`config.mk`:
```
export PLATFORM = sky130hd
export DESIGN_NAME = alu_arbiter
export DESIGN_NICKNAME = d
export VERILOG_FILES = /design/src/rtl/alu_arbiter.sv
export SDC_FILE = /design/constraint.sdc
export NUM_CORES = 1
export LEC_CHECK = 0
export BUFFER_PORTS_ARGS = -buffer_cell sky130_fd_sc_hd__clkbuf_2
export CAP_MARGIN = 20
export CORE_MARGIN = 3
export CORE_UTILIZATION = 41
export CTS_CLUSTER_SIZE = 14
export DETAILED_ROUTE_END_ITERATION = 10
export PLACE_DENSITY = 0.72
export SLEW_MARGIN = 20
export SYNTH_ARGS = -nofsm -noshare
export SYNTH_HDL_FRONTEND = slang
export SYNTH_SLANG_ARGS = --single-unit
export TNS_END_PERCENT = 30
```
`constraint.sdc`:
```
create_clock -name clk -period 1.3 [get_ports clk]
set_input_delay 0.26 -clock clk [delete_from_list [all_inputs] [get_ports clk]]
set_output_delay 0.26 -clock clk [all_outputs]
set_load 0.1 [all_outputs]
```
`src/rtl/alu_arbiter.sv`:
```
// Round-robin arbiter sharing one ALU between two valid/ready requesters.
// Optional per-requester grant counters are enabled by ALU_ARB_STATS_EN.
module alu_arbiter #(
  parameter int W   = 4,
  parameter int OPW = 3
) (
  input  logic           clk,
  input  logic           rst,
  input  logic           req0_valid,
  output logic           req0_ready,
  input  logic [OPW-1:0] req0_op,
  input  logic [W-1:0]   req0_a,
  input  logic [W-1:0]   req0_b,
  input  logic           req1_valid,
  output logic           req1_ready,
  input  logic [OPW-1:0] req1_op,
  input  logic [W-1:0]   req1_a,
  input  logic [W-1:0]   req1_b,
  output logic           rsp_valid,
  input  logic           rsp_ready,
  output logic           rsp_id,
  output logic [W-1:0]   rsp_result,
  output logic           rsp_carry,
  output logic           rsp_zero,
  output logic           rsp_overflow,
  output logic [W-1:0]   alu_a,
  output logic [W-1:0]   alu_b,
  output logic [OPW-1:0] alu_op,
  input  logic [W-1:0]   alu_result,
  input  logic           alu_carry,
  input  logic           alu_zero,
  input  logic           alu_overflow
`ifdef ALU_ARB_STATS_EN
  ,
  output logic [7:0]     grant_cnt0,
  output logic [7:0]     grant_cnt1
`endif
);

  typedef enum logic [1:0] {IDLE, EXEC, RESP} state_t;

  state_t state;
  state_t state_next;
  logic   rr_ptr;
  logic   granted_any;
  logic   cmd_id;
  logic   grant0;
  logic   grant1;
  logic   accept;

  // granted_any keeps req0 ahead until the first grant after reset
  always_comb begin
    grant0 = 1'b0;
    grant1 = 1'b0;
    if (req0_valid && req1_valid) begin
      if (granted_any && !rr_ptr) grant1 = 1'b1;
      else                        grant0 = 1'b1;
    end else if (req0_valid) begin
      grant0 = 1'b1;
    end else if (req1_valid) begin
      grant1 = 1'b1;
    end
  end

  assign accept = (state == IDLE) && (grant0 || grant1);

  always_ff @(posedge clk or negedge rst) begin
    if (!rst) state <= IDLE;
    else      state <= state_next;
  end

  always_comb begin
    state_next = state;
    case (state)
      IDLE:    if (grant0 || grant1) state_next = EXEC;
      EXEC:    state_next = RESP;
      RESP:    if (rsp_ready) state_next = IDLE;
      default: state_next = IDLE;
    endcase
  end

  always_comb begin
    req0_ready = rst && (state == IDLE) && grant0;
    req1_ready = rst && (state == IDLE) && grant1;
    rsp_valid  = (state == RESP);
  end

  always_ff @(posedge clk or negedge rst) begin
    if (!rst) begin
      alu_a        <= '0;
      alu_b        <= '0;
      alu_op       <= '0;
      cmd_id       <= 1'b0;
      rr_ptr       <= 1'b0;
      granted_any  <= 1'b0;
      rsp_id       <= 1'b0;
      rsp_result   <= '0;
      rsp_carry    <= 1'b0;
      rsp_zero     <= 1'b0;
      rsp_overflow <= 1'b0;
    end else begin
      if (accept) begin
        alu_a       <= grant1 ? req1_a  : req0_a;
        alu_b       <= grant1 ? req1_b  : req0_b;
        alu_op      <= grant1 ? req1_op : req0_op;
        cmd_id      <= grant1;
        rr_ptr      <= grant1;
        granted_any <= 1'b1;
      end
      // payload and id change together so the response is coherent
      if (state == EXEC) begin
        rsp_id       <= cmd_id;
        rsp_result   <= alu_result;
        rsp_carry    <= alu_carry;
        rsp_zero     <= alu_zero;
        rsp_overflow <= alu_overflow;
      end
    end
  end

`ifdef ALU_ARB_STATS_EN
  always_ff @(posedge clk or negedge rst) begin
    if (!rst) begin
      grant_cnt0 <= 8'd0;
      grant_cnt1 <= 8'd0;
    end else begin
      if (accept && grant0) grant_cnt0 <= grant_cnt0 + 8'd1;
      if (accept && grant1) grant_cnt1 <= grant_cnt1 + 8'd1;
    end
  end
`endif

endmodule

```
==> metrics.md <==
| Metric | Value |
|---|---|
| Area of the core | 0.00278 mm^2 |
| Crit path largest cell delay | 0.41 ns |
| Worst min-delay path class | input port to register |
| Yosys warning count | 0 |
| Failing checks | setup timing |
| Crit path launch type | register |
| Hold_ws | 0.119 ns |
| CTS Buf Count | 3 |
| Total Wirelength | 3510 um |
| Port bufs | 55 |
| Max Transition Viols Final | 0 |
| Die W | 60.3 um |
| Final hold viol count | 0 |
| ANT cells | 0 |
| Final setup viols | 3 |
| First-pass GRT wire length | 5570 um |
| CP cell instances | nand2b_4, a21oi_4, and3_4, buf_12 |
| CP max-delay cell | dfrtp_1 |
| CTS tree | built |
| Drt first pass iters | 4 |
| Worst setup margin | -0.332 ns |
| Yosys top cell by area | dfrtp_1 |
| Main synth FF type | dfrtp_1 |
| Antenna violations before repair | 0 |
| Commonest cells in the netlist | dfrtp_1 (23), o2111ai_1 (22), nand3_1 (12), o21ai_1 (10), mux2_4 (8) |
| Worst-path clk slew | 0.13 ns |
| DRC | 0 |
| Routed WL per cell | 17.4 um |
| Maximum clock frequency | 613 MHz |
| Net count, final | 205 |
| Top-count cell post-synth | dfrtp_1 |
| RSZ-0062 raised after global routing | yes |
| Share of cells above drive strength 1 | 0.565 |
| Area delta synth->final | 64.5% |
| Register area share after synthesis | 0.476 |
| Synth Instances | 105 |
| I/O pin total | 56 |
| Rows | 19 |
| Fin util | 0.716 |
| Initial Util | 0.435 |
| Gpl congestion | 0.819 |
| Worst Path Arrival | 1.37 ns |
| Top post-synthesis cells by area | dfrtp_1 (48%), o2111ai_1 (16%), mux2_4 (9.9%), nand3_1 (5.0%), o21ai_1 (4.1%) |
| Overflow after GRT | 0 |
| Vias in the first global route | 1177 |
| Final ANT Viol Nets | 0 |
| Worst EP required | 1.04 ns |
| H-tree depth | 1 |
| Starting DRT DRC Count | 34 |
| Vias | 1156 |
| Gr usage total | 0.207 |
| Syn avg cell area | 11.5 um^2 |
| Max_cap viols | 0 |
| FFs w/ async S/R, synth | 1.00 |
| Top cell type's share of synthesized area | 0.476 |
| Die H | 60.3 um |
| Root Buffer | clkbuf_4 |
| Maximum buffer depth of the clock tree | 2 |
| Worst-path maximum fanout | 2 |
| Clock Latency Late Sink | 0.32 ns |
| Post-Syn Area | 0.00121 mm^2 |
| Syn nets | 139 |
| Via density | 5.75 |
| Critical path class | register to output pin |
| Distinct cell type count after synthesis | 21 |
| Relative slew slack | 0.482 |
| Element type at the critical path end | output pin |
| Clk sink count | 23 |
| Synth Register Bits | 23 |
| Worst slew pin tran | 0.775 ns |
| Pin count of the biggest net entering global routing | 19 |
| Die Area | 0.00364 mm^2 |
| Clock skew | 0.00141 ns |
| Minimum clock period | 1.63 ns |
| DPL Wire Length | 2660 um |
| Number of synthesized flops with an enable pin | 0 |
| Outcome | finished with violations |
| Post-route clock period utilization | 1.26 |
cell type report:
cell class / instances / area [um^2]
Multi-Input combinational cell: 67 / 581
Timing Repair Buffer: 72 / 752
Inverter: 4 / 15.0
Tap cell: 31 / 38.8
Sequential cell: 23 / 577
Fill cell: 183 / 791
Clock inverter: 1 / 5.00
Clock buffer: 3 / 22.5
worst paths after layout:
path,from,to,slack [ns],cells past startpoint
setup / recovery,rr_ptr$_DFFE_PN0P_,req1_ready,-0.33,4
hold / removal,rsp_ready,state[1]$_DFFE_PN0P_,0.12,2
setup reg to reg,state[0]$_DFFE_PN0P_,rr_ptr$_DFFE_PN0P_,0.01,5
hold reg to reg,granted_any$_DFFE_PN0P_,granted_any$_DFFE_PN0P_,0.58,1
max in group asynchronous,rst,state[0]$_DFFE_PN0P_,0.59,3
min in group asynchronous,rst,alu_a[1]$_DFFE_PN0P_,0.55,3
logic make-up (layout without fill, tap and decap cells):
kind of cell	count (synthesis)	count (layout)	synth area share
multiplexers	8	8	0.0993
buffers and inverters	15	80	0.0848
flip-flops	23	23	0.476
AND/OR/NAND/NOR	21	21	0.112
AO/OA/AOI/OAI	38	38	0.229
critical path: cells and delay by family, from the launching register on:
kind,cells,cell delay [ns]
DFF,1,0.41
and+or+nand+nor,2,0.35
buffers and inverters,1,0.17
AOI/OAI and AO/OA,1,0.12
stage by stage:
step,instance area (um^2),TNS (ns),worst slack (ns),instances
after floorplan,1240,-0.697,-0.308,105
after global placement,1900,-0.00567,-0.00567,194
after detailed placement,1900,-0.0650,-0.0650,194
after CTS,1970,-0.917,-0.338,201
after global routing,1990,-1.16,-0.397,201
final,1990,-0.896,-0.332,201
metal layers:
layer,vias to the layer above,wire length (um),global-route usage
li1,541,-,-
met1,548,1370,0.276
met2,59,1830,0.336
met3,8,254,0.0302
met4,0,52,0.0823
met5,-,0,0
placed cells by master (no fill, tap or decap), types with 2 or more instances in the layout:
cell type  instances
a21oi_4            2
dfrtp_1           22
clkbuf_4           3
o21ai_0            2
buf_12            23
clkbuf_2          33
inv_2              3
o21ai_1           11
nand2b_1           2
mux2_4             8
o2111ai_1         21
nand3_1           11
buf_4             14
timing repair:
item	in CTS	in global routing
pin swaps	3	2
buffers inserted	3	0
endpoints found under the hold margin	23	0
gates resized for setup	6	6
hold buffers	1	0
endpoints found under the setup margin	3	21
registers in the layout, indices dropped and copies added (netlist names):
name,cells
alu_a,4
alu_b,4
alu_op,3
granted_any,1
rr_ptr,1
rsp_carry,1
rsp_id,1
rsp_overflow,1
rsp_result,4
rsp_zero,1
state,2
Power is not shown: default switching activity piles up to over one toggle a cycle in this logic, so the estimate is an artifact.
